### src/rtl/otter_arb_pkg.sv
// Shared types for the OTTER IF/DM memory arbiter.
package otter_arb_pkg;

    typedef enum logic [1:0] {
        IDLE  = 2'd0,
        ISSUE = 2'd1,
        WAIT  = 2'd2
    } state_e;

    typedef enum logic {
        OWN_IF = 1'b0,
        OWN_DM = 1'b1
    } owner_e;

    typedef enum logic [1:0] {
        SZ_BYTE = 2'b00,
        SZ_HALF = 2'b01,
        SZ_WORD = 2'b10,
        SZ_RSVD = 2'b11
    } mem_size_e;

endpackage

### src/rtl/otter_arb_timer.sv
// Transaction watchdog: counts enabled cycles, flags the TIMEOUT-th one.
module otter_arb_timer #(
    parameter int unsigned TIMEOUT = 64
) (
    input  logic clk,
    input  logic rst_n,
    input  logic clr,
    input  logic en,
    output logic tc_c
);

    localparam int unsigned CW = (TIMEOUT > 1) ? $clog2(TIMEOUT) : 1;

    logic [CW-1:0] cnt_q, cnt_d;

    always_comb begin
        cnt_d = cnt_q;
        if (clr) begin
            cnt_d = '0;
        end else if (en) begin
            cnt_d = cnt_q + CW'(1);
        end
    end

    always_ff @(posedge clk) begin
        if (!rst_n) begin
            cnt_q <= '0;
        end else begin
            cnt_q <= cnt_d;
        end
    end

    assign tc_c = (cnt_q == CW'(TIMEOUT - 1));

endmodule

### src/rtl/otter_mem_arbiter.sv
// Shares one single-ported memory between instruction fetch (IF) and load/store (DM);
// one transaction in flight, response routed back to its owner.
module otter_mem_arbiter
    import otter_arb_pkg::*;
#(
    parameter int unsigned AW         = 32,
    parameter int unsigned DW         = 32,
    parameter int unsigned STARVE_MAX = 4,
    parameter int unsigned TIMEOUT    = 64
) (
    input  logic          CLK,
    input  logic          RST_N,
    input  logic          IF_REQ,
    input  logic [AW-1:0] IF_ADDR,
    output logic          IF_ACK,
    output logic [DW-1:0] IF_RDATA,
    input  logic          DM_REQ,
    input  logic          DM_WE,
    input  logic [AW-1:0] DM_ADDR,
    input  logic [DW-1:0] DM_WDATA,
    input  logic [1:0]    DM_SIZE,
    input  logic          DM_SIGN,
    output logic          DM_ACK,
    output logic [DW-1:0] DM_RDATA,
    output logic          ERR,
    output logic          MEM_REQ,
    input  logic          MEM_READY,
    output logic          MEM_WE,
    output logic [AW-1:0] MEM_ADDR,
    output logic [DW-1:0] MEM_WDATA,
    output logic [1:0]    MEM_SIZE,
    output logic          MEM_SIGN,
    input  logic          MEM_VALID,
    input  logic [DW-1:0] MEM_RDATA
);

    localparam int unsigned SW = (STARVE_MAX > 0) ? $clog2(STARVE_MAX + 1) : 1;

    state_e        state_q, state_d;
    owner_e        owner_q, owner_d;
    logic          mem_req_q, mem_req_d;
    logic          mem_we_q, mem_we_d;
    logic [AW-1:0] mem_addr_q, mem_addr_d;
    logic [DW-1:0] mem_wdata_q, mem_wdata_d;
    logic [1:0]    mem_size_q, mem_size_d;
    logic          mem_sign_q, mem_sign_d;
    logic          if_ack_q, if_ack_d;
    logic          dm_ack_q, dm_ack_d;
    logic          err_q, err_d;
    logic [DW-1:0] if_rdata_q, if_rdata_d;
    logic [DW-1:0] dm_rdata_q, dm_rdata_d;
    logic [SW-1:0] starve_q, starve_d;

    logic          tmr_clr, tmr_en, tmr_tc_c;
    logic          grant_fire, grant_if;
    logic          xfer_done, xfer_err;
    logic [DW-1:0] xfer_data;

    otter_arb_timer #(.TIMEOUT(TIMEOUT)) u_timer (
        .clk   (CLK),
        .rst_n (RST_N),
        .clr   (tmr_clr),
        .en    (tmr_en),
        .tc_c  (tmr_tc_c)
    );

    // The ACK cycle is spent in IDLE without granting, so a REQ still high there is not re-served.
    assign grant_fire = (state_q == IDLE) && !(if_ack_q || dm_ack_q) && (IF_REQ || DM_REQ);
    assign grant_if   = IF_REQ && (!DM_REQ || (starve_q == SW'(STARVE_MAX)));

    always_comb begin
        state_d     = state_q;
        owner_d     = owner_q;
        mem_req_d   = mem_req_q;
        mem_we_d    = mem_we_q;
        mem_addr_d  = mem_addr_q;
        mem_wdata_d = mem_wdata_q;
        mem_size_d  = mem_size_q;
        mem_sign_d  = mem_sign_q;
        if_ack_d    = 1'b0;
        dm_ack_d    = 1'b0;
        err_d       = 1'b0;
        if_rdata_d  = if_rdata_q;
        dm_rdata_d  = dm_rdata_q;
        starve_d    = starve_q;
        tmr_clr     = 1'b0;
        tmr_en      = 1'b0;
        xfer_done   = 1'b0;
        xfer_err    = 1'b0;
        xfer_data   = '0;

        case (state_q)
            IDLE: begin
                tmr_clr = 1'b1;
                if (grant_fire) begin
                    state_d   = ISSUE;
                    mem_req_d = 1'b1;
                    if (grant_if) begin
                        owner_d     = OWN_IF;
                        mem_we_d    = 1'b0;
                        mem_addr_d  = IF_ADDR;
                        mem_wdata_d = '0;
                        mem_size_d  = SZ_WORD;
                        mem_sign_d  = 1'b0;
                    end else begin
                        owner_d     = OWN_DM;
                        mem_we_d    = DM_WE;
                        mem_addr_d  = DM_ADDR;
                        mem_wdata_d = DM_WDATA;
                        mem_size_d  = DM_SIZE;
                        mem_sign_d  = DM_SIGN;
                    end
                end
            end
            ISSUE: begin
                if (MEM_READY) begin
                    state_d   = WAIT;
                    mem_req_d = 1'b0;
                    tmr_clr   = 1'b1;
                end else if (tmr_tc_c) begin
                    xfer_done = 1'b1;
                    xfer_err  = 1'b1;
                end else begin
                    tmr_en = 1'b1;
                end
            end
            WAIT: begin
                if (MEM_VALID) begin
                    xfer_done = 1'b1;
                    xfer_data = MEM_RDATA;
                end else if (tmr_tc_c) begin
                    xfer_done = 1'b1;
                    xfer_err  = 1'b1;
                end else begin
                    tmr_en = 1'b1;
                end
            end
            default: state_d = IDLE;
        endcase

        // Completion (normal or aborted) acks the owner; aborted data reads as zero.
        if (xfer_done) begin
            state_d   = IDLE;
            mem_req_d = 1'b0;
            mem_we_d  = 1'b0;
            err_d     = xfer_err;
            if (owner_q == OWN_DM) begin
                dm_ack_d   = 1'b1;
                dm_rdata_d = xfer_data;
            end else begin
                if_ack_d   = 1'b1;
                if_rdata_d = xfer_data;
            end
        end

        if (!IF_REQ || (grant_fire && grant_if)) begin
            starve_d = '0;
        end else if (grant_fire && (starve_q != SW'(STARVE_MAX))) begin
            starve_d = starve_q + SW'(1);
        end
    end

    always_ff @(posedge CLK) begin
        if (!RST_N) begin
            state_q     <= IDLE;
            owner_q     <= OWN_IF;
            mem_req_q   <= 1'b0;
            mem_we_q    <= 1'b0;
            mem_addr_q  <= '0;
            mem_wdata_q <= '0;
            mem_size_q  <= '0;
            mem_sign_q  <= 1'b0;
            if_ack_q    <= 1'b0;
            dm_ack_q    <= 1'b0;
            err_q       <= 1'b0;
            if_rdata_q  <= '0;
            dm_rdata_q  <= '0;
            starve_q    <= '0;
        end else begin
            state_q     <= state_d;
            owner_q     <= owner_d;
            mem_req_q   <= mem_req_d;
            mem_we_q    <= mem_we_d;
            mem_addr_q  <= mem_addr_d;
            mem_wdata_q <= mem_wdata_d;
            mem_size_q  <= mem_size_d;
            mem_sign_q  <= mem_sign_d;
            if_ack_q    <= if_ack_d;
            dm_ack_q    <= dm_ack_d;
            err_q       <= err_d;
            if_rdata_q  <= if_rdata_d;
            dm_rdata_q  <= dm_rdata_d;
            starve_q    <= starve_d;
        end
    end

    assign IF_ACK    = if_ack_q;
    assign IF_RDATA  = if_rdata_q;
    assign DM_ACK    = dm_ack_q;
    assign DM_RDATA  = dm_rdata_q;
    assign ERR       = err_q;
    assign MEM_REQ   = mem_req_q;
    assign MEM_WE    = mem_we_q;
    assign MEM_ADDR  = mem_addr_q;
    assign MEM_WDATA = mem_wdata_q;
    assign MEM_SIZE  = mem_size_q;
    assign MEM_SIGN  = mem_sign_q;

endmodule

### config.mk
export PLATFORM = sky130hd
export DESIGN_NAME = otter_mem_arbiter
export DESIGN_NICKNAME = d
export VERILOG_FILES = /design/src/rtl/otter_arb_pkg.sv /design/src/rtl/otter_arb_timer.sv /design/src/rtl/otter_mem_arbiter.sv
export SDC_FILE = /design/constraint.sdc
export NUM_CORES = 1
export LEC_CHECK = 0
export ABC_AREA = 0
export CAP_MARGIN = 40
export CORE_MARGIN = 2
export CORE_UTILIZATION = 42
export CTS_BUF_LIST = sky130_fd_sc_hd__clkbuf_4
export DETAILED_ROUTE_END_ITERATION = 8
export PLACE_DENSITY = 0.83
export SYNTH_ARGS = -nofsm -noshare
export SYNTH_HDL_FRONTEND = slang
export SYNTH_SLANG_ARGS = --single-unit
### constraint.sdc
create_clock -name CLK -period 2.41 [get_ports CLK]
set_input_delay 0.482 -clock CLK [delete_from_list [all_inputs] [get_ports CLK]]
set_output_delay 0.482 -clock CLK [all_outputs]
set_load 0.1 [all_outputs]
After elaboration in Yosys (flattened, before gate mapping)
Index checks and enable logic that the tools add are counted.
W data, S select, Z words.
- register bits after elaboration: 148
- input bits: 138
- output and inout port bits: 136
- word-level logic and storage cells: 78
- add/sub/neg operators: 2
- eq/ne operators: 7
- mux-type cells: 28
- bitwise logic cells: 3
- reductions and logical operators: 23
- operators with widths (kind ; number):
    $mux W32 ; 4
    $mux W1 ; 15
    $pmux W1 S2 ; 5
    $reduce_and A2 Y1 ; 4
    $add A6 B1 Y6 const B ; 1
    $eq A6 B6 Y1 const B ; 1
    $mux W2 ; 3
    $pmux W2 S3 ; 1
    $reduce_and A3 Y1 ; 2
    $reduce_or A2 Y1 ; 3
    $logic_and A1 B1 Y1 ; 5
    $logic_or A1 B1 Y1 ; 4
    $ne A2 B2 Y1 const B ; 2
    $add A3 B1 Y3 const B ; 1
    $eq A3 B3 Y1 const B ; 1
    $logic_not A1 Y1 ; 3
    $ne A3 B3 Y1 const B ; 1
    $not A1 Y1 ; 3
    $eq A2 B1 Y1 const B ; 1
    $eq A2 B2 Y1 const B ; 1
    $logic_not A2 Y1 ; 1
    $reduce_bool A2 Y1 ; 1

Longest topological paths before layout
- depth after elaboration: 7
- gate-level depth with buffers: 8
- mapped depth without buffers: 6

Cells and area by module
Synthesis repeated with hierarchy kept, for this count alone.
- cells, all modules: 718
- area, all modules: 5780.5 µm²
- by module, submodules not included (module ; times used ; cells each ; area an instance (µm²) ; sequential area each (µm²)):
    otter_mem_arbiter ; 1 ; 690 ; 5522.8 ; 2842.7
    otter_arb_timer ; 1 ; 28 ; 257.7 ; 120.1

Least setup slack after synthesis
Ideal clock, no wire load.
- path kind: reg2reg
- start: register dm_ack_q, in the netlist DM_ACK
- end: register mem_sign_q, in the netlist MEM_SIGN
- setup time: 66 ps
- arrival time: 1973 ps
- required time: 2344 ps
- slack: 371 ps
- stages on the path, launching flop included: 6
- path buffers: 1
- clock period less this slack: 2039 ps
- cells stage by stage: dfxtp_1 -> or2_1 -> a2111oi_4 -> buf_6 -> a22oi_2 -> nor2_2
- word-level cells in the longest chain between the ends: 5
- RTL lines (element ; line ; text):
    start: declaration ; otter_mem_arbiter.sv:48 ; logic dm_ack_q, dm_ack_d;
    start signal: assignment ; otter_mem_arbiter.sv:189 ; dm_ack_q <= dm_ack_d;
    $logic_or A1 B1 Y1 ; otter_mem_arbiter.sv:68 ; assign grant_fire = (state_q == IDLE) && !(if_ack_q || dm_ack_q) && (IF_REQ || DM_REQ);
    $logic_not A1 Y1 ; otter_mem_arbiter.sv:68 ;
    $logic_and A1 B1 Y1 (2 in series) ; otter_mem_arbiter.sv:68 ;
    $reduce_and A2 Y1 (no source line) ; - ;
    end signal: assignment ; otter_mem_arbiter.sv:187 ; mem_sign_q <= mem_sign_d;
    end: declaration ; otter_mem_arbiter.sv:46 ; logic mem_sign_q, mem_sign_d;
Every way passes these cells.
A chain may end at the register's enable or synchronous reset.

Worst setup path after layout
- start: register state_q[0]
- end: register u_timer.cnt_q[3]
- word-level cells in the longest chain between the ends: 3
- elaborated cells on any way between the ends: 6
- classes of those cells: 2 x eq/ne; 2 x mux; 2 x reduce/logical
- RTL lines (element ; line ; text):
    start: declaration ; otter_mem_arbiter.sv:39 ; state_e state_q, state_d;
    start signal: assignment ; otter_mem_arbiter.sv:180 ; state_q <= state_d;
    $eq A2 B1 Y1 or $logic_not A2 Y1 (tied branches) ; otter_mem_arbiter.sv:92 ; case (state_q)
    $pmux W1 S2 ; otter_mem_arbiter.sv:92 ;
    $reduce_or A2 Y1 (no source line) ; - ;
    end signal: assignment ; otter_arb_timer.sv:29 ; cnt_q <= cnt_d;
    end: declaration ; otter_arb_timer.sv:14 ; logic [CW-1:0] cnt_q, cnt_d;
Parallel ways exist; a longest one is shown, timed or not.

==> metrics.md <==
| Metric | Value |
|---|---|
| Root buf cell | `clkbuf_4` |
| Syn Inst Count | `546` |
| Vias per cell | `5.27` |
| Startpoint class of the critical path | `register` |
| Critical Path Sink Type | `register` |
| Crit. Startpoint | `state_q[0]` |
| Max IR drop VDD | `490 uV` |
| Placed wire-length estimate | `11700 um` |
| Crit-path max FO | `8` |
| Initial antenna violation count | `0` |
| Core area | `13100 um2` |
| Ys Warns | `0` |
| Row count | `42` |
| Largest net degree at the start of global routing | `68` |
| Die width | `119 um` |
| Post-cts resize count | `0` |
| Tot Pwr | `7.82 mW` |
| Die height | `119 um` |
| CP max stage delay | `0.45 ns` |
| TritonCTS clock tree | `done` |
| Commonest non-fill, non-tap cells in the layout | `dfxtp_1 (148), buf_4 (141), clkdlybuf4s50_1 (137)` |
| Final core occ | `64.6%` |
| Mapped Area | `5580 um2` |
| Status | `finished, final reports clean` |
| First-pass GRT wire length | `25900 um` |
| Final Cell Area | `8450 um2` |
| Post-synth top area cell | `dfxtp_1` |
| Area of the multi-input gates | `2390 um2` |
| Average size of a mapped cell | `10.2 um2` |
| FF-to-FF Start | `state_q[0]` |
| Syn_nets | `691` |
| I/O Buffers | `273` |
| Avg WL per Cell | `16.3 um` |
| Buffers and inverters on the worst path | `1` |
| Final hold violations | `0` |
| Area Growth Syn to Fin | `51.4%` |
| Fin nets | `953` |
| Critical path, cell by cell | `inv_1, ha_1, and4_1, o21ai_0, or3_1, a21oi_1` |
| HP Class | `reg2reg` |
| CTS Buf Count | `17` |
| Crit path arrival time | `2.35 ns` |
| # fillers | `1051` |
| Placed cell areas | `8170 um2` |
| H-tree level count | `4` |
| Pleak | `3.49 nW` |
| Post-route minimum period | `1.90 ns` |
| PD cells | `926 nW/um2` |
| Placed Instances | `965` |
| Number of synthesized register bits | `148` |
| Top cells by area, synth | `dfxtp_1 (53%), a22o_1 (10%), a22oi_2 (6.7%)` |
| Post-route non-filler standard cell count | `997` |
| Relative slew slack | `59.8%` |
| Slew of the pin with the lowest slew margin | `0.596 ns` |
| Max Cap Violations | `0` |
| Max Buffers Root-to-Sink | `2` |
| Initial Utilization | `42.6%` |
| Number of DRC markers in iteration 0 | `323` |
| Post-CTS Hold Buffers | `0` |
| GR Overflow Total | `0` |
| Ant diodes | `0` |
| DR pass1 iterations | `4` |
| Synth top area share | `53.1%` |
| Number of global-route vias before repair | `5128` |
| Setup Crit Path Kind | `reg2reg` |
| Commonest non-fill, non-tap cell in the layout | `dfxtp_1` |
| Placer congestion estimate | `0.838` |
| ANT nets after route | `0` |
| Area occupied by registers | `2960 um2` |
| Min-delay src | `DM_RDATA[1]` |
| Setup Skew | `0.0163 ns` |
| WP data required | `2.86 ns` |
| Setup bufs post-CTS | `0` |
| CP delay by family, top | `simple AND/OR/NAND/NOR gates` |
| RSZ-0062 raised after global routing | `no` |
| Die area | `14200 um2` |
| GRT Resource Usage Total | `22.6%` |
| Final-report max-slew violation count | `0` |
| Peak Freq | `526 MHz` |
| Detailed Route WL | `16300 um` |
| Number of remaining DRC errors | `0` |
| Clk slew on worst S/H paths | `0.13 ns` |
| Sink Count | `148` |
| Post-synthesis sequential area ratio | `53.1%` |
| Layout cells sized above 1 | `30.5%` |
| Fin Setup TNS | `0 ns` |
| Total I/O pin count | `274` |
| Vias | `5253` |
| Final setup fails | `0` |
| Crit-path slowest cell | `ha_1` |
| Synth unique cells | `41` |
| Clock latency on the worst-skew pair | `0.53 ns` |
| Final Cycle Share | `78.8%` |
cells in the mapped netlist:
| cell type | instances |
|---|---|
| a2111oi_4 | 1 |
| a211oi_1 | 2 |
| a21bo_4 | 1 |
| a21oi_1 | 11 |
| a22o_1 | 64 |
| a22oi_1 | 5 |
| a22oi_2 | 30 |
| a311oi_1 | 1 |
| a31o_2 | 1 |
| a31oi_1 | 32 |
| a32o_1 | 1 |
| a41oi_2 | 2 |
| and2_1 | 1 |
| and3_1 | 2 |
| and4_1 | 1 |
| and4b_1 | 1 |
| buf_1 | 3 |
| buf_2 | 8 |
| buf_4 | 8 |
| buf_6 | 3 |
| clkbuf_1 | 20 |
| dfxtp_1 | 148 |
| ha_1 | 7 |
| inv_1 | 7 |
| mux2i_1 | 1 |
| nand2_1 | 69 |
| nand3_1 | 6 |
| nand3b_1 | 1 |
| nand4_1 | 3 |
| nor2_1 | 18 |
| nor2_2 | 30 |
| nor2b_1 | 2 |
| nor3_1 | 4 |
| o211ai_1 | 2 |
| o21a_1 | 1 |
| o21ai_0 | 39 |
| o31ai_1 | 2 |
| or2_1 | 1 |
| or2_2 | 2 |
| or3_1 | 4 |
| xnor2_1 | 1 |
state kept, by name (all words and copies together) (netlist names):
register       count
MEM_REQ            1
DM_ACK             1
MEM_SIZE           2
IF_ACK             1
MEM_SIGN           1
u_timer.cnt_q      6
MEM_WE             1
ERR                1
DM_RDATA          32
IF_RDATA          32
state_q            2
starve_q           3
owner_q            1
MEM_WDATA         32
MEM_ADDR          32
through the flow:
stage          setup WS (ns)  hold WS (ns)
3_5_place_dp           0.202         0.456
6_report               0.511         0.493
3_3_place_gp           0.239         0.457
4_1_cts                0.494         0.444
5_1_grt                0.336         0.451
2_1_floorplan          0.371         0.436
worst paths after layout:
path / to / slack [ns] / cells after the start
setup / recovery: u_timer.cnt_q[3] / 0.51 / 6
hold / removal: DM_RDATA[1] / 0.49 / 1
hold reg to reg: DM_RDATA[1] / 0.49 / 1
setup reg to reg: u_timer.cnt_q[3] / 0.51 / 6
where the power goes:
group	internal [mW]	leakage [nW]	total (mW)	switching, mW
sequential	2.71	1.21	2.86	0.151
clock	0.621	0.142	1.53	0.906
combinational	0.882	2.14	3.44	2.56
total	4.21	3.49	7.82	3.61
cells by family after synthesis:
logic type	Yosys count	share of synthesized area, %
compound gates	195	28.3
xor+xnor	1	0.157
fa+ha+maj	7	1.57
buf+inv	49	4.42
flops	148	53.1
mux	1	0.179
simple gates	145	12.3
area by class of cell:
cell class,count,area share [%]
flip-flops and latches,148,35.1
clock inverters,15,1.82
inverters,7,0.311
multi-input cells,349,28.2
repair buffers,285,30.4
clock buffers,17,1.51
well taps,176,2.61
routing by layer:
| metal | up-vias | part of all wire, % | routed length, um | global-route usage (%) |
|---|---|---|---|---|
| li1 | 2522 | - | - | - |
| met1 | 2456 | 40 | 6560 | 27.2 |
| met2 | 254 | 48 | 7820 | 37.3 |
| met3 | 21 | 10 | 1630 | 7.81 |
| met4 | 0 | 1.7 | 271 | 8.33 |
| met5 | - | 0 | 0 | 0 |
Power figures use the tool's default switching activity.
